===== config.mk =====
export PLATFORM = sky130hd
export DESIGN_NAME = uart_rx_ctrl
export DESIGN_NICKNAME = d
export VERILOG_FILES = /design/src/rtl/uart_pkg.sv /design/src/rtl/uart_sync_fifo.sv /design/src/rtl/uart_rx_ctrl.sv
export SDC_FILE = /design/constraint.sdc
export NUM_CORES = 1
export LEC_CHECK = 0
export BUFFER_PORTS_ARGS = -buffer_cell sky130_fd_sc_hd__clkbuf_2
export CELL_PAD_IN_SITES_DETAIL_PLACEMENT = 0
export CELL_PAD_IN_SITES_GLOBAL_PLACEMENT = 2
export CORE_AREA = 8 8 112 114
export CTS_CLUSTER_SIZE = 20
export DETAILED_ROUTE_END_ITERATION = 8
export DIE_AREA = 0 0 120 122
export PLACE_DENSITY = 0.8
export SETUP_SLACK_MARGIN = 0.2
export SYNTH_ARGS = -nofsm -noshare
export SYNTH_HDL_FRONTEND = slang
export SYNTH_HIERARCHICAL = 1
export SYNTH_SLANG_ARGS = --single-unit

===== constraint.sdc =====
create_clock -name clk -period 7.17 [get_ports clk]
set_input_delay 1.0755 -clock clk [delete_from_list [all_inputs] [get_ports clk]]
set_output_delay 1.0755 -clock clk [all_outputs]
set_load 0.01 [all_outputs]

===== src/rtl/uart_pkg.sv =====
// Shared definitions for the UART receive controller slice: controller
// state encoding, data width and a small saturating-increment helper.
package uart_pkg;

  localparam int DATA_W = 8;

  typedef enum logic [1:0] {
    ST_OFF  = 2'd0,
    ST_ARM  = 2'd1,
    ST_RUN  = 2'd2,
    ST_HOLD = 2'd3
  } ctrlState_e;

  // Increment an 8-bit counter, sticking at 255 instead of wrapping
  function automatic logic [7:0] satInc8(input logic [7:0] value);
    return (value == 8'hFF) ? value : value + 8'd1;
  endfunction

endpackage


===== src/rtl/uart_sync_fifo.sv =====
// Synchronous byte FIFO with a registered head. The head register always
// holds the oldest entry, so the read data is valid in the same cycle as
// "not empty". A push into a full FIFO is only taken when a pop happens in
// the same cycle; a pop from an empty FIFO is ignored.
module uart_sync_fifo
  import uart_pkg::*;
#(
  parameter int DEPTH = 8
) (
  input  logic                     clk,
  input  logic                     rst_n,
  input  logic                     push_i,
  input  logic [DATA_W-1:0]        pushData_i,
  input  logic                     pop_i,
  output logic [DATA_W-1:0]        head_o,
  output logic                     full_o,
  output logic                     empty_o,
  output logic [$clog2(DEPTH):0]   level_o
);

  localparam int AW = $clog2(DEPTH);
  localparam int LW = AW + 1;

  logic [DATA_W-1:0] mem_q [DEPTH];
  logic [AW-1:0]     wrPtr_q, wrPtr_d;
  logic [AW-1:0]     rdPtr_q, rdPtr_d;
  logic [LW-1:0]     count_q, count_d;
  logic [DATA_W-1:0] head_q, head_d;
  logic              doPush, doPop;
  logic [AW-1:0]     rdNext;

  assign doPop   = pop_i && (count_q != '0);
  assign doPush  = push_i && ((count_q != LW'(DEPTH)) || doPop);
  assign rdNext  = rdPtr_q + 1'b1;

  // Next pointers, occupancy and head value for the cycle's push/pop mix
  always_comb begin
    wrPtr_d = wrPtr_q;
    rdPtr_d = rdPtr_q;
    count_d = count_q;
    head_d  = head_q;
    if (doPush) wrPtr_d = wrPtr_q + 1'b1;
    if (doPop)  rdPtr_d = rdNext;
    if (doPush && !doPop) count_d = count_q + 1'b1;
    if (doPop && !doPush) count_d = count_q - 1'b1;
    if (doPop) begin
      if (count_q == LW'(1)) begin
        if (doPush) head_d = pushData_i;
      end else begin
        head_d = mem_q[rdNext];
      end
    end else if ((count_q == '0) && doPush) begin
      head_d = pushData_i;
    end
  end

  // Storage array write port; contents need no reset
  always_ff @(posedge clk) begin
    if (doPush) mem_q[wrPtr_q] <= pushData_i;
  end

  // Pointer, occupancy and head registers
  always_ff @(posedge clk or negedge rst_n) begin
    if (!rst_n) begin
      wrPtr_q <= '0;
      rdPtr_q <= '0;
      count_q <= '0;
      head_q  <= '0;
    end else begin
      wrPtr_q <= wrPtr_d;
      rdPtr_q <= rdPtr_d;
      count_q <= count_d;
      head_q  <= head_d;
    end
  end

  assign head_o  = head_q;
  assign full_o  = (count_q == LW'(DEPTH));
  assign empty_o = (count_q == '0);
  assign level_o = count_q;

endmodule


===== src/rtl/uart_rx_ctrl.sv =====
// UART receive controller: sequences the receiver enable (arm, run, error
// holdoff), buffers completed bytes in a FIFO exposed as a valid/ready
// stream, flags overrun and fires an idle-line tick.
// Optional statistics counters are built when UART_RX_CTRL_STATS_EN is defined.
module uart_rx_ctrl
  import uart_pkg::*;
#(
  parameter int DEPTH        = 8,
  parameter int ERR_HOLDOFF  = 16,
  parameter int IDLE_TIMEOUT = 1024
) (
  input  logic                     clk,
  input  logic                     rst_n,
  input  logic                     enable,
  output logic                     rx_en,
  input  logic [DATA_W-1:0]        rx_data,
  input  logic                     rx_done,
  input  logic                     rx_busy,
  input  logic                     rx_err,
  output logic [DATA_W-1:0]        m_data,
  output logic                     m_valid,
  input  logic                     m_ready,
  output logic                     overrun,
  input  logic                     overrun_clr,
  output logic                     idle_tick,
`ifdef UART_RX_CTRL_STATS_EN
  output logic [15:0]              byte_cnt,
  output logic [7:0]               err_cnt,
  output logic [7:0]               drop_cnt,
`endif
  output logic [$clog2(DEPTH):0]   level
);

  localparam int HW = $clog2(ERR_HOLDOFF + 1);
  localparam int IW = $clog2(IDLE_TIMEOUT);

  ctrlState_e    state_q, state_d;
  logic [HW-1:0] holdCnt_q, holdCnt_d;
  logic          rxEn_q, rxEn_d;
  logic          overrun_q, overrun_d;
  logic [IW-1:0] idleCnt_q, idleCnt_d;
  logic          idleArmed_q, idleArmed_d;
  logic          idleTick_q, idleTick_d;
  logic          accept, popEff, drop, pushTaken, errEvent;
  logic          fifoFull, fifoEmpty;

  assign accept    = (state_q == ST_RUN) && rx_done && !rx_err;
  assign popEff    = m_ready && !fifoEmpty;
  assign drop      = accept && fifoFull && !popEff;
  assign pushTaken = accept && !drop;
  assign errEvent  = (state_q == ST_RUN) && rx_err && enable;

  // Controller next state, holdoff countdown and receiver enable request
  always_comb begin
    state_d   = state_q;
    holdCnt_d = holdCnt_q;
    rxEn_d    = (state_q == ST_ARM) || (state_q == ST_RUN);
    case (state_q)
      ST_OFF:  if (enable) state_d = ST_ARM;
      ST_ARM:  state_d = ST_RUN;
      ST_RUN: begin
        if (rx_err) begin
          state_d   = ST_HOLD;
          holdCnt_d = HW'(ERR_HOLDOFF - 1);
        end
      end
      ST_HOLD: begin
        if (holdCnt_q == '0) state_d = ST_ARM;
        else                 holdCnt_d = holdCnt_q - 1'b1;
      end
      default: state_d = ST_OFF;
    endcase
    if (!enable) state_d = ST_OFF;
  end

  // Controller state, holdoff counter and registered receiver enable
  always_ff @(posedge clk or negedge rst_n) begin
    if (!rst_n) begin
      state_q   <= ST_OFF;
      holdCnt_q <= '0;
      rxEn_q    <= 1'b0;
    end else begin
      state_q   <= state_d;
      holdCnt_q <= holdCnt_d;
      rxEn_q    <= rxEn_d;
    end
  end

  // Overrun is sticky; a new drop beats a simultaneous clear
  always_comb begin
    overrun_d = overrun_q;
    if (drop)             overrun_d = 1'b1;
    else if (overrun_clr) overrun_d = 1'b0;
  end

  // Idle counter: counts quiet RUN cycles after a byte, ticks once, then disarms
  always_comb begin
    idleCnt_d   = idleCnt_q;
    idleArmed_d = idleArmed_q;
    idleTick_d  = 1'b0;
    if (state_q != ST_RUN) begin
      idleCnt_d = '0;
      if (state_q == ST_ARM) idleArmed_d = 1'b0;
    end else if (rx_busy || rx_done) begin
      idleCnt_d = '0;
      if (accept) idleArmed_d = 1'b1;
    end else if (idleArmed_q) begin
      if (idleCnt_q != IW'(IDLE_TIMEOUT - 1)) idleCnt_d = idleCnt_q + 1'b1;
      if (idleCnt_q == IW'(IDLE_TIMEOUT - 2)) begin
        idleTick_d  = 1'b1;
        idleArmed_d = 1'b0;
      end
    end
  end

  // Overrun flag and idle-timeout registers
  always_ff @(posedge clk or negedge rst_n) begin
    if (!rst_n) begin
      overrun_q   <= 1'b0;
      idleCnt_q   <= '0;
      idleArmed_q <= 1'b0;
      idleTick_q  <= 1'b0;
    end else begin
      overrun_q   <= overrun_d;
      idleCnt_q   <= idleCnt_d;
      idleArmed_q <= idleArmed_d;
      idleTick_q  <= idleTick_d;
    end
  end

  uart_sync_fifo #(.DEPTH(DEPTH)) uFifo (
    .clk        (clk),
    .rst_n      (rst_n),
    .push_i     (accept),
    .pushData_i (rx_data),
    .pop_i      (m_ready),
    .head_o     (m_data),
    .full_o     (fifoFull),
    .empty_o    (fifoEmpty),
    .level_o    (level)
  );

`ifdef UART_RX_CTRL_STATS_EN
  logic [15:0] byteCnt_q;
  logic [7:0]  errCnt_q, dropCnt_q;

  // Statistics: bytes stored (wrapping), error entries and drops (saturating)
  always_ff @(posedge clk or negedge rst_n) begin
    if (!rst_n) begin
      byteCnt_q <= '0;
      errCnt_q  <= '0;
      dropCnt_q <= '0;
    end else begin
      if (pushTaken) byteCnt_q <= byteCnt_q + 16'd1;
      if (errEvent)  errCnt_q  <= satInc8(errCnt_q);
      if (drop)      dropCnt_q <= satInc8(dropCnt_q);
    end
  end

  assign byte_cnt = byteCnt_q;
  assign err_cnt  = errCnt_q;
  assign drop_cnt = dropCnt_q;
`else
  logic unusedStats;
  assign unusedStats = pushTaken ^ errEvent;
`endif

  assign rx_en     = rxEn_q;
  assign m_valid   = !fifoEmpty;
  assign overrun   = overrun_q;
  assign idle_tick = idleTick_q;

endmodule


Word-level counts from Yosys, hierarchy flattened

Memory sizes are Yosys's and may differ from the RTL's.
Cells that the tools add are included.

Flip-flop bits (word level): 39
Memory bits (writable): 64
Input port bits: 16
Output and inout port bits: 16
Logic and storage cells: 98
Memories kept: 1

Add/sub/neg operators: 6
Equality and inequality tests: 16
Mux-type cells: 31
Reductions and logical operators: 33

Memories:

| name        | depth | width | read ports | clocked after memory_dff | write ports | RTL line             | source |
|---|---|---|---|---|---|---|---|
| uFifo.mem_q | 8     | 8     | 1          | 0                        | 1           | uart_sync_fifo.sv:24 | `logic [DATA_W-1:0] mem_q [DEPTH];` |

Operators by type and width:

| operator                                                              | count |
|---|---|
| 10-bit 2-to-1 mux                                                     | 4 |
| 8-bit 2-to-1 mux                                                      | 4 |
| 1-bit 2-to-1 mux                                                      | 14 |
| 10-bit by 1-bit adder with 10-bit output, second input constant       | 1 |
| 10-bit equality test, second input constant                           | 1 |
| 1-bit logical AND                                                     | 10 |
| 5-bit 2-to-1 mux                                                      | 2 |
| 10-bit != test, second input constant                                 | 1 |
| 5-bit case mux with 2 select lines                                    | 1 |
| 3-bit != test, second input constant                                  | 3 |
| 4-bit 2-to-1 mux                                                      | 2 |
| 2-bit != test, second input constant                                  | 4 |
| 2-bit case mux with 4 select lines                                    | 1 |
| 2-bit AND reduction                                                   | 4 |
| 2-bit nonzero test                                                    | 4 |
| 3-bit by 1-bit adder with 3-bit output, second input constant         | 2 |
| 2-bit 2-to-1 mux                                                      | 3 |
| 3-bit nonzero test                                                    | 2 |
| 1-bit logical NOT                                                     | 5 |
| 5-bit logical NOT                                                     | 1 |
| 5-bit by 1-bit subtractor with 5-bit output, second input constant    | 1 |
| 4-bit by 1-bit adder with 4-bit output, second input constant         | 1 |
| 2-bit equality test, second input constant                            | 2 |
| 4-bit by 1-bit equality test with 1-bit output, second input constant | 1 |
| 10 further kinds                                                      | 12 |

Depth between registers and ports, before layout

Gate-level depths: netlist of the first run.

Depth after elaboration: 7
Depth in mapped cells: 9
Gate-level depth less buffers: 8

Hierarchy

The synthesis of the first run kept the hierarchy.

By module, submodules not included:

| module         | instances | cells each | area each (um2) | sequential area each (um2) |
|---|---|---|---|---|
| uart_sync_fifo | 1         | 217        | 3585.9          | 2372.3 |
| uart_rx_ctrl   | 1         | 132        | 1202.4          | 525.5 |

Worst setup path before layout of the first run

No wires, ideal clock.

Path type: input-to-reg
From: in rx_err
To: mem uFifo.mem_q[0][0] (enable)
Setup time: 0.395 ns
Data arrival time: 2.798 ns
Data required time: 6.775 ns
Setup slack: 3.978 ns
Stages: 5
Path buffers: 1
Cells stage by stage: nor2b_1 -> and2_1 -> clkbuf_1 -> o21ai_1 -> nor4_1

Longest elaborated chain between the ends: 5

RTL lines:

| element                                | RTL line             | source |
|---|---|---|
| start, declared                        | uart_rx_ctrl.sv:19   | `input logic rx_err,` |
| 1-bit logical NOT                      | uart_rx_ctrl.sv:47   | `assign accept = (state_q == ST_RUN) && rx_done && !rx_err;` |
| 1-bit logical AND                      | uart_rx_ctrl.sv:47   |  |
| via accept                             | uart_rx_ctrl.sv:44   | `logic accept, popEff, drop, pushTaken, errEvent;` |
| 1-bit logical AND                      | uart_sync_fifo.sv:33 | `assign doPush = push_i && ((count_q != LW'(DEPTH)) \|\| doPop);` |
| 1-bit 2-to-1 mux                       | uart_sync_fifo.sv:59 | `if (doPush) mem_q[wrPtr_q] <= pushData_i;` |
| 1-bit 2-to-1 mux (not written as such) | uart_sync_fifo.sv:59 |  |
| end, declared                          | uart_sync_fifo.sv:24 |  |

The timed path passes the listed nets, and every way through them passes these cells.

Worst setup path after layout of the first run

From: reg state_q[0]
To: mem uFifo.mem_q[4][7] (enable)

Longest elaborated chain between the ends: 6

RTL lines:

| element                                | RTL line             | source |
|---|---|---|
| start, declared                        | uart_rx_ctrl.sv:37   | `ctrlState_e state_q, state_d;` |
| start signal, assigned                 | uart_rx_ctrl.sv:83   | `state_q <= state_d;` |
| 2-bit equality test                    | uart_rx_ctrl.sv:47   |  |
| 1-bit logical AND (2 in series)        | uart_rx_ctrl.sv:47   |  |
| via accept                             | uart_rx_ctrl.sv:44   |  |
| 1-bit logical AND                      | uart_sync_fifo.sv:33 |  |
| 1-bit 2-to-1 mux                       | uart_sync_fifo.sv:59 |  |
| 1-bit 2-to-1 mux (not written as such) | uart_sync_fifo.sv:59 |  |

The timed path passes the listed nets, and every way through them passes these cells.

==> results.yml, run 1 <==
synth:
  syn-num-nets: 376
  yosysWarningCount: 6
  synth_edf_count: 64
  yosys.area_share.adder: 0.02874
  synth_area_um2: 4788
  synthXorXnorAreaFrac: 0.01855
  ys.flop_type: "edfxtp_1"
  ys_types: 52
  muxShareOfSynthArea: 0.1463
  async_reset_ff_frac: 0.3786
  synth_compound_area_frac: 0.06428
  ys_ff_latch: 103
  synth-simple-area-share: 0.1048
  syn_area_per_cell_um2: 13.72
  synth_top_family_by_area: "multiplexers"
  ys_seq_area_frac: 0.6052
  synth_cells: 349
clock_network:
  clock-sinks: 103
  cts_tree: "yes"
  postCtsSetupBuffers: 0
  cts-resized-gates: 0
  cts_max_level: 3
  cts-root-buf: "clkbuf_8"
  clockBufferDepth: 2
  cts_hold_buf: 0
  cts_inserted_buffers: 9
  clk_pin_slew_ns: 0.10
  clk_latency_ns: 0.36
global_routing:
  antenna_found_initial: 0
  grt_usage: 0.1435
  grt.busiest_layer: "met2"
  grt_first_pass_wirelength_um: 16060
  grt_max_degree: 34
  overflow: 0
  grt_use_met1: 0.1847
  first_global_vias: 2933
  gr-usage-met2: 0.2337
  grtUsageMet3: 0.03286
power_and_ir_drop:
  ir_drop_uv: 200.4
  power_density_nw_per_um2: 358.3
  p_leak_nw: 2.068
placement:
  gp_congestion: 0.8069
  dp_cells: 511
  io_buffers: 31
  hpwl_um: 6888
timing:
  fin_worst_skew_ns: 0.01226
  tns_ns: 0
  setup_viol: 0
  worst_slew_pin_slew_ns: 1.082
  finalCriticalPeriod_ns: 3.212
  slew_viol_final: 0
  maxSlewHeadroom: 0.2728
  finalHoldViolCount: 0
  rsz0062_at_grt: "false"
  fin_crit_sh: 0.4480
  fmax_mhz: 311.3
detailed_routing:
  wire_per_inst_um: 18.70
  ant_nets: 0
  dr.first_iter.drc_count: 201
  drt_wl_total_um: 9853
  num_vias: 2889
  first_pass_iters: 4
  route.detailed.drc: 0
  vias_per_cell: 5.482
setup_path:
  crit_path_end_kind: "flop"
  slowest_stage: "nor3_1"
  startpoint_type: "flop"
  max_stage_delay_ns: 0.86
  critPathBufInv: 1
  path_cells: "inv_1 -> ha_1 -> nor2b_1 -> and2_1 -> o21a_1 -> nand2_1 -> nor3_1"
  worstSetupPathType: "flop to flop"
  crit_required_ns: 7.16
  crit_family: "simple AND/OR/NAND/NOR gates"
  cp_max_fo: 11
  r2r_cells: 7
  cp.arrival_ns: 3.20
  cp.depth: 7
die:
  die_w_um: 120
  start_util: 0.4476
  core-area_um2: 10700
  ioPinCount: 32
  fp.dieH_um: 122
  rows: 38
  dieArea_um2: 14640
finish:
  area_growth_pct: 9.799
  multiInputGateArea_um2: 1737
  drive_gt1_frac: 0.1576
  antenna-diode-count: 0
  n_fill_cell: 971
  seq_area_um2: 2898
  final_cell_count_no_fill: 527
  nNetsFinal: 409
run_status:
  status: "completed"
worst_hold_path:
  hp-class: "flop to flop"
  min_path_cells: 2
flow_run:
  drv_cap: 0
## flip-flops by register name, summed over array words and instances (netlist names)
register and cells:
uFifo/mem_q 64, idleCnt_q 10, uFifo/head_o 8, holdCnt_q 5, uFifo/level_o 4, uFifo/rdPtr_q 3
uFifo/wrPtr_q 3, state_q 2, idleArmed_q 1, idle_tick 1, overrun 1, rx_en 1
## power breakdown
group          total [W]  switching, W  internal [W]
Sequential      0.000796     0.0000910      0.000705
Combinational   0.000725      0.000369      0.000357
Clock           0.000362      0.000199      0.000163
## stage by stage
stage	worst slack [ns]	total power, W	hold slack [ns]	instance area [µm²]	util
2_1_floorplan	3.978	0.001379	0.4499	4788	-
3_3_place_gp	3.666	0.001532	0.4723	5062	0.4732
3_5_place_dp	3.582	0.001545	0.4771	5062	0.4732
4_1_cts	3.942	0.001905	0.4993	5258	0.4915
5_1_grt	3.657	0.002013	0.5397	5258	0.4915
6_report	3.958	0.001884	0.4951	5258	0.4915
## cell usage in the layout, fill, tap and decap left out, drive strengths merged, types with 11 or more instances in the layout
cell,synthesis,final
o21ai,13,13
edfxtp,64,64
inv,20,22
nand3,11,11
nor2,16,16
dfrtp,39,39
nand2,20,20
ha,11,11
mux2i,40,40
clkbuf,4,40
## routing by layer
metal  routed length, µm  vias up
met5                   0        -
met2                4824       39
met3                 315       11
li1                    -     1380
met1                4536     1459
met4                 176        0
## cells by family after synthesis
| family | after synthesis |
|---|---|
| adders and majority gates | 11 |
| xor gates and xnor gates | 8 |
| and+or+nand+nor | 93 |
| buffers and inverters | 32 |
| DFF | 103 |
| muxes | 56 |
| AOI/OAI and AO/OA | 46 |
## final cells by class
class | count | share of cell area
sequential | 103 | 0.5512
multi-input combinational | 214 | 0.3303
timing repair buffer | 34 | 0.03379
tap | 140 | 0.03332
clock buffer | 9 | 0.02356
inverter | 20 | 0.01428
clock inverter | 7 | 0.01356
## worst reg2reg max path, cell delays in order, from the launching register on
cell and delay [ns]:
dfrtp_1 0.42, inv_1 0.07, ha_1 0.29, nor2b_1 0.34, and2_1 0.43, o21a_1 0.27, nand2_1 0.15, nor3_1 0.86
## worst paths after layout
| check | slack, ns | startpoint | to |
|---|---|---|---|
| min reg2reg | 0.50 | uFifo/rdPtr_q[1] | uFifo/rdPtr_q[1] |
| max in group asynchronous | 5.81 | rst_n | idleCnt_q[0] |
| min in group asynchronous | 0.63 | rst_n | uFifo/head_o[2] |
| max reg2reg | 3.96 | state_q[0] | uFifo/mem_q[4][7] |
| max | 3.96 | state_q[0] | uFifo/mem_q[4][7] |
| min | 0.50 | uFifo/rdPtr_q[1] | uFifo/rdPtr_q[1] |
## cells in the mapped netlist, drive strengths merged, types with 3 or more instances
cell type | count | area (µm²)
o22ai | 3 | 18.77
nor2b | 4 | 25.02
nand3b | 5 | 37.54
mux2i | 40 | 400.4
nor3b | 4 | 30.03
nand4 | 3 | 18.77
a31oi | 5 | 31.28
o21ai | 13 | 65.06
mux4 | 8 | 210.2
xnor2 | 7 | 61.31
clkbuf | 4 | 15.01
inv | 20 | 75.07
dfrtp | 39 | 975.9
nand2 | 20 | 75.07
mux2 | 8 | 90.09
nand3 | 11 | 55.05
ha | 11 | 137.6
a21oi | 8 | 43.79
nor2 | 16 | 60.06
edfxtp | 64 | 1922
or3 | 3 | 18.77
buf | 8 | 63.80
nor3 | 9 | 50.05
nand2b | 7 | 43.79
Note: power is estimated with default switching activity, not from simulation.
==> run 2: changes to the inputs <==
--- a/config.mk
+++ b/config.mk
@@ -5,14 +5,15 @@
 export SDC_FILE = /design/constraint.sdc
 export NUM_CORES = 1
 export LEC_CHECK = 0
+export ABC_AREA = 1
 export BUFFER_PORTS_ARGS = -buffer_cell sky130_fd_sc_hd__clkbuf_2
 export CELL_PAD_IN_SITES_DETAIL_PLACEMENT = 0
 export CELL_PAD_IN_SITES_GLOBAL_PLACEMENT = 2
-export CORE_AREA = 8 8 112 114
+export CORE_AREA = 8 8 125 127
 export CTS_CLUSTER_SIZE = 20
 export DETAILED_ROUTE_END_ITERATION = 8
-export DIE_AREA = 0 0 120 122
-export PLACE_DENSITY = 0.8
+export DIE_AREA = 0 0 133 135
+export PLACE_DENSITY = 0.76
 export SETUP_SLACK_MARGIN = 0.2
 export SYNTH_ARGS = -nofsm -noshare
 export SYNTH_HDL_FRONTEND = slang
==> constraint.sdc (replaced) <==
create_clock -name clk -period 3.15 [get_ports clk]
set_input_delay 0.4725 -clock clk [delete_from_list [all_inputs] [get_ports clk]]
set_output_delay 0.4725 -clock clk [all_outputs]
set_load 0.01 [all_outputs]
==> run 2 against run 1 <==
Compared with the run above: clock skew decreased by 0.0068 ns; register-to-register slack got worse by 3.6 ns; wire length increased by 19%; fmax increased by 14%; non-clock buffer count did not move; final area rose by 8.3%; largest cell class unchanged.
==> results.yml, run 2 <==
timing:
  fin_worst_skew_ns: 0.005418
  fmax_mhz: 354.5
  finalCriticalPeriod_ns: 2.821
  slew_viol_final: 0
  worst_slew_pin_slew_ns: 1.058
  tns_ns: 0
  fin_crit_sh: 0.8954
  finalHoldViolCount: 0
  maxSlewHeadroom: 0.2948
  rsz0062_at_grt: "true"
  setup_viol: 0
  fin_ws_ns: 0.3294
die:
  fp.dieH_um: 135
  die_w_um: 133
  dieArea_um2: 17960
  core-area_um2: 13610
  ioPinCount: 32
  start_util: 0.3723
  rows: 43
detailed_routing:
  drt_wl_total_um: 11700
  num_vias: 3552
  ant_nets: 0
  dr.first_iter.drc_count: 210
  route.detailed.drc: 0
  first_pass_iters: 5
  wire_per_inst_um: 15.24
  vias_per_cell: 4.625
global_routing:
  grt_first_pass_wirelength_um: 19140
  antenna_found_initial: 0
  first_global_vias: 3629
  grt_usage: 0.1383
  overflow: 0
  grt_max_degree: 40
setup_path:
  startpoint_type: "flop"
  cp.arrival_ns: 2.80
  rr_startpoint: "state_q[0]"
  cp_common_cell: "nor2_1"
  cp_max_fo: 8
  crit_path_end_kind: "flop"
  max_stage_delay_ns: 0.53
  r2r_cells: 7
  startpoint: "state_q[0]"
  r2r_setup_slack_ns: 0.33
  path_cells: "inv_1 -> ha_1 -> nand2_1 -> nor2_1 -> o21ai_0 -> or2_2 -> nor2_1"
  slowest_stage: "nor2_1"
  crit_required_ns: 3.13
  rr_endpoint: "uFifo/mem_q[4][6]"
  cp-endpoint: "uFifo/mem_q[4][6]"
  worstSetupPathType: "flop to flop"
finish:
  antenna-diode-count: 0
  final_common_cell: "nand2_1"
  layout_common_cells: "nand2_1, inv_1, nand3_1, edfxtp_1, dfrtp_1"
  nNetsFinal: 610
  final_cell_count_no_fill: 768
  area_growth_pct: 12.37
  drive_gt1_frac: 0.1259
  largest_reg_flops: 64
  regMostFlops: "uFifo/mem_q"
synth:
  synth_cells: 551
  synth_most_common_cell: "nand2_1"
  ys.flop_type: "edfxtp_1"
  synth_area_um2: 5067
  yosysWarningCount: 6
  yosysTopAreaCell: "edfxtp_1"
  synth_edf_count: 64
  ys_seq_area_frac: 0.5719
  async_reset_ff_frac: 0.3786
  synthTopCellsByCount: "nand2_1, inv_1, nand3_1"
  yosysTopAreaCellShare: 0.3793
  synth.area.top_cells: "edfxtp_1, dfrtp_1, nand2_1"
  ys_types: 36
  ys_ff_latch: 103
  syn-num-nets: 578
  syn_area_per_cell_um2: 9.197
clock_network:
  clock-sinks: 103
  cts_max_level: 3
  clk_latency_ns: 0.35
  cts_tree: "yes"
  cts-root-buf: "clkbuf_16"
  cts_inserted_buffers: 9
  clockBufferDepth: 2
  cts_hold_buf: 0
  clk_pin_slew_ns: 0.07
placement:
  io_buffers: 31
  dp_slack_ns: 0.2613
  dp_cells: 752
  hpwl_um: 8368
  gp_congestion: 0.7667
power_and_ir_drop:
  ir_drop_uv: 270.5
  p_leak_nw: 2.621
  power_density_nw_per_um2: 807.3
worst_hold_path:
  hp-class: "input port to asynchronous set/reset pin"
flow_run:
  drv_cap: 0
run_status:
  status: "completed"
==> run 2: changes by cell type after synthesis, moves of 7 or more <==
cell / previous run / this run
nand2_1: 20 / 146
inv_1: 20 / 93
nand3_1: 11 / 65
mux2i_1: 40 / 0
nor2_1: 16 / 34
xor2_1: 0 / 12
a21oi_1: 7 / 18
mux2_2: 8 / 0
mux4_1: 8 / 0
nand2b_1: 7 / 0
==> run 2: layout make-up <==
cell class                 instances  area, µm²
timing repair buffer              34      177.7
multi-input combinational        337       1724
clock buffer                      13      270.3
sequential                       103       2898
inverter                          98      372.9
clock inverter                     3      26.28
tap                              180      225.2
fill                            1342       7918
==> run 2: worst min-delay path by stage <==
| stage | startpoint | to | slack, ns | cells past startpoint |
|---|---|---|---|---|
| 6_report | rst_n | idleCnt_q[5] | 0.31 | 1 |
| 3_3_place_gp | holdCnt_q[1] | holdCnt_q[1] | 0.47 | 1 |
| 2_1_floorplan | rst_n | holdCnt_q[0] | 0.18 | 0 |
| 5_1_grt | overrun_clr | overrun | 0.32 | 2 |
| 3_5_place_dp | holdCnt_q[1] | holdCnt_q[1] | 0.48 | 1 |
| 4_1_cts | overrun_clr | overrun | 0.30 | 2 |
==> run 2: worst max-delay path, delay by kind of cell, from the launching register on <==
| family | cells | cell delay, ns |
|---|---|---|
| and+or+nand+nor | 4 | 1.37 |
| adders and majority gates | 1 | 0.28 |
| DFF | 1 | 0.40 |
| AOI/OAI and AO/OA | 1 | 0.31 |
| buffers and inverters | 1 | 0.09 |
==> run 2: routing by layer <==
layer | vias to the layer above | track usage | routed length (µm)
met4 | 0 | 0.07192 | 203
met3 | 10 | 0.02229 | 340
met5 | - | 0 | 0
met2 | 52 | 0.2268 | 5542
li1 | 1822 | - | -
met1 | 1668 | 0.1727 | 5617
==> run 2: through the flow <==
step           instance area [µm²]  utilization  hold slack (ns)  total power (W)
2_1_floorplan                 5067            -           0.1769         0.003015
3_3_place_gp                  5390       0.3960           0.4746         0.003548
3_5_place_dp                  5390       0.3960           0.4803         0.003554
4_1_cts                       5687       0.4178           0.2951         0.004664
5_1_grt                       5694       0.4183           0.3220         0.004960
6_report                      5694       0.4183           0.3077         0.004597
==> run 2: what timing repair did <==
item	CTS	global route
gates resized for setup	0	3
setup buffers	0	0
setup endpoints to repair	0	64
==> run 2: kinds of logic after synthesis <==
kind of cell               Yosys count  synth area share
buffers and inverters              111           0.08938
AOI/OAI and AO/OA                   40           0.04272
DFF                                103            0.5719
xor gates and xnor gates            14           0.02420
and+or+nand+nor                    272            0.2447
adders and majority gates           11           0.02716
==> run 2: where the power goes <==
group          switching, W  total (W)  internal [W]
sequential         0.000135    0.00174       0.00161
combinational       0.00119    0.00176      0.000577
clock              0.000484    0.00109      0.000607
==> run 3: changes to the inputs <==
--- a/config.mk
+++ b/config.mk
@@ -9,10 +9,10 @@
 export BUFFER_PORTS_ARGS = -buffer_cell sky130_fd_sc_hd__clkbuf_2
 export CELL_PAD_IN_SITES_DETAIL_PLACEMENT = 0
 export CELL_PAD_IN_SITES_GLOBAL_PLACEMENT = 2
-export CORE_AREA = 8 8 125 127
+export CORE_AREA = 8 8 159 101
 export CTS_CLUSTER_SIZE = 20
 export DETAILED_ROUTE_END_ITERATION = 8
-export DIE_AREA = 0 0 133 135
+export DIE_AREA = 0 0 167 109
 export PLACE_DENSITY = 0.76
 export SETUP_SLACK_MARGIN = 0.2
 export SYNTH_ARGS = -nofsm -noshare
==> run 3 against run 2 <==
Compared with the run above: sequential power hardly changed; fmax is 7.7% higher; sequential share of layout area is 0.067 points lower; wire length is 13% higher; global-route usage is 1.5 points higher.
==> results.yml, run 3 (synthesized netlist as in run 2, its figures left out) <==
timing:
  fin_crit_sh: 0.8312
  slew_viol_final: 0
  finalCriticalPeriod_ns: 2.618
  setup_viol: 0
  tns_ns: 0
  fmax_mhz: 381.9
  rsz0062_at_grt: "false"
  finalHoldViolCount: 0
  worst_slew_pin_slew_ns: 1.083
  fin_worst_skew_ns: 0.009487
  maxSlewHeadroom: 0.2771
clock_network:
  cts_tree: "yes"
  clock-sinks: 103
  cts-resized-gates: 0
  cts-root-buf: "clkbuf_16"
  postCtsSetupBuffers: 0
  cts_max_level: 3
  clk_latency_ns: 0.35
  clk_pin_slew_ns: 0.07
  cts_inserted_buffers: 9
  cts_hold_buf: 0
  clockBufferDepth: 2
power_and_ir_drop:
  power_density_nw_per_um2: 828.9
  ir_drop_uv: 317.7
  p_leak_nw: 2.624
placement:
  place_area_um2: 5383
  hpwl_um: 9566
  io_buffers: 31
  gp_congestion: 0.7977
global_routing:
  first_global_vias: 3549
  overflow: 0
  grt_usage: 0.1530
  grt_max_degree: 40
  grt_first_pass_wirelength_um: 21020
  antenna_found_initial: 0
finish:
  area_growth_pct: 12.52
  largest_reg_flops: 64
  final_util: 0.4099
  antenna-diode-count: 0
  finalInstanceArea_um2: 5702
  drive_gt1_frac: 0.1193
  layout_common_cells: "nand2_1, inv_1, nand3_1, edfxtp_1, dfrtp_1"
  nNetsFinal: 609
  final_common_cell: "nand2_1"
  regMostFlops: "uFifo/mem_q"
  n_fill_cell: 1377
detailed_routing:
  vias_per_cell: 4.875
  wire_per_inst_um: 17.19
  route.detailed.drc: 0
  ant_nets: 0
  num_vias: 3739
  dr.first_iter.drc_count: 317
  drt_wl_total_um: 13190
  first_pass_iters: 5
die:
  dieArea_um2: 18200
  die_w_um: 167
  start_util: 0.3643
  ioPinCount: 32
  fp.dieH_um: 109
  rows: 34
  core-area_um2: 13910
worst_hold_path:
  hp-class: "input port to asynchronous set/reset pin"
setup_path:
  worstSetupPathType: "flop to flop"
  r2r_cells: 8
  cp.arrival_ns: 2.60
  rr_endpoint: "uFifo/mem_q[7][3]"
  rr_startpoint: "state_q[0]"
  r2r_setup_slack_ns: 0.53
  crit_family: "simple AND/OR/NAND/NOR gates"
  cp_max_fo: 8
  crit_path_end_kind: "flop"
  startpoint_type: "flop"
  critPathBufInv: 2
  crit_required_ns: 3.13
  max_stage_delay_ns: 0.60
  path_cells: "inv_1 -> ha_1 -> nand2_1 -> nor2_1 -> o21ai_0 -> inv_1 -> nand2_1 -> nor2_1"
  slowest_stage: "nor2_1"
flow_run:
  drv_cap: 0
run_status:
  status: "completed"
run 3: worst max path at each step:
stage	startpoint	endpoint	slack, ns	depth (start not counted)
after floorplan	state_q[0]	uFifo/mem_q[4][0]	0.97	7
after global placement	state_q[0]	uFifo/mem_q[1][4]	0.62	8
after detailed placement	state_q[0]	uFifo/mem_q[4][0]	0.54	7
after CTS	state_q[0]	uFifo/mem_q[4][0]	0.52	7
after global routing	state_q[0]	uFifo/mem_q[7][0]	0.23	8
final	state_q[0]	uFifo/mem_q[7][3]	0.53	8
run 3: power by group:
part | leakage (nW) | switching (W) | internal [W]
registers | 1.06 | 0.000142 | 0.00161
clock network | 0.154 | 0.000503 | 0.000698
logic | 1.41 | 0.00120 | 0.000573
run 3: through the flow:
stage	total power, W	cells	setup slack [ns]	hold slack, ns
2_1_floorplan	0.003015	551	0.9685	0.1769
3_3_place_gp	0.003543	751	0.6220	0.4747
3_5_place_dp	0.003535	751	0.5360	0.4816
4_1_cts	0.004754	767	0.5162	0.2981
5_1_grt	0.005080	767	0.2303	0.3064
6_report	0.004726	767	0.5316	0.3066
run 3: per-layer routing:
metal / up-vias / routed length, µm / track usage
li1: 1821 / - / -
met1: 1787 / 7204 / 0.2443
met2: 116 / 4798 / 0.1895
met3: 15 / 1018 / 0.04375
met4: 0 / 165 / 0.04287
met5: - / 0 / 0
run 3: cell type report:
| class | instances | area (µm²) | area share |
|---|---|---|---|
| Multi-Input combinational cell | 337 | 1717 | 0.3011 |
| Tap cell | 180 | 225.2 | 0.03950 |
| Inverter | 98 | 372.9 | 0.06539 |
| Clock inverter | 7 | 93.84 | 0.01646 |
| Timing Repair Buffer | 33 | 170.2 | 0.02984 |
| Clock buffer | 9 | 225.2 | 0.03950 |
| Sequential cell | 103 | 2898 | 0.5082 |
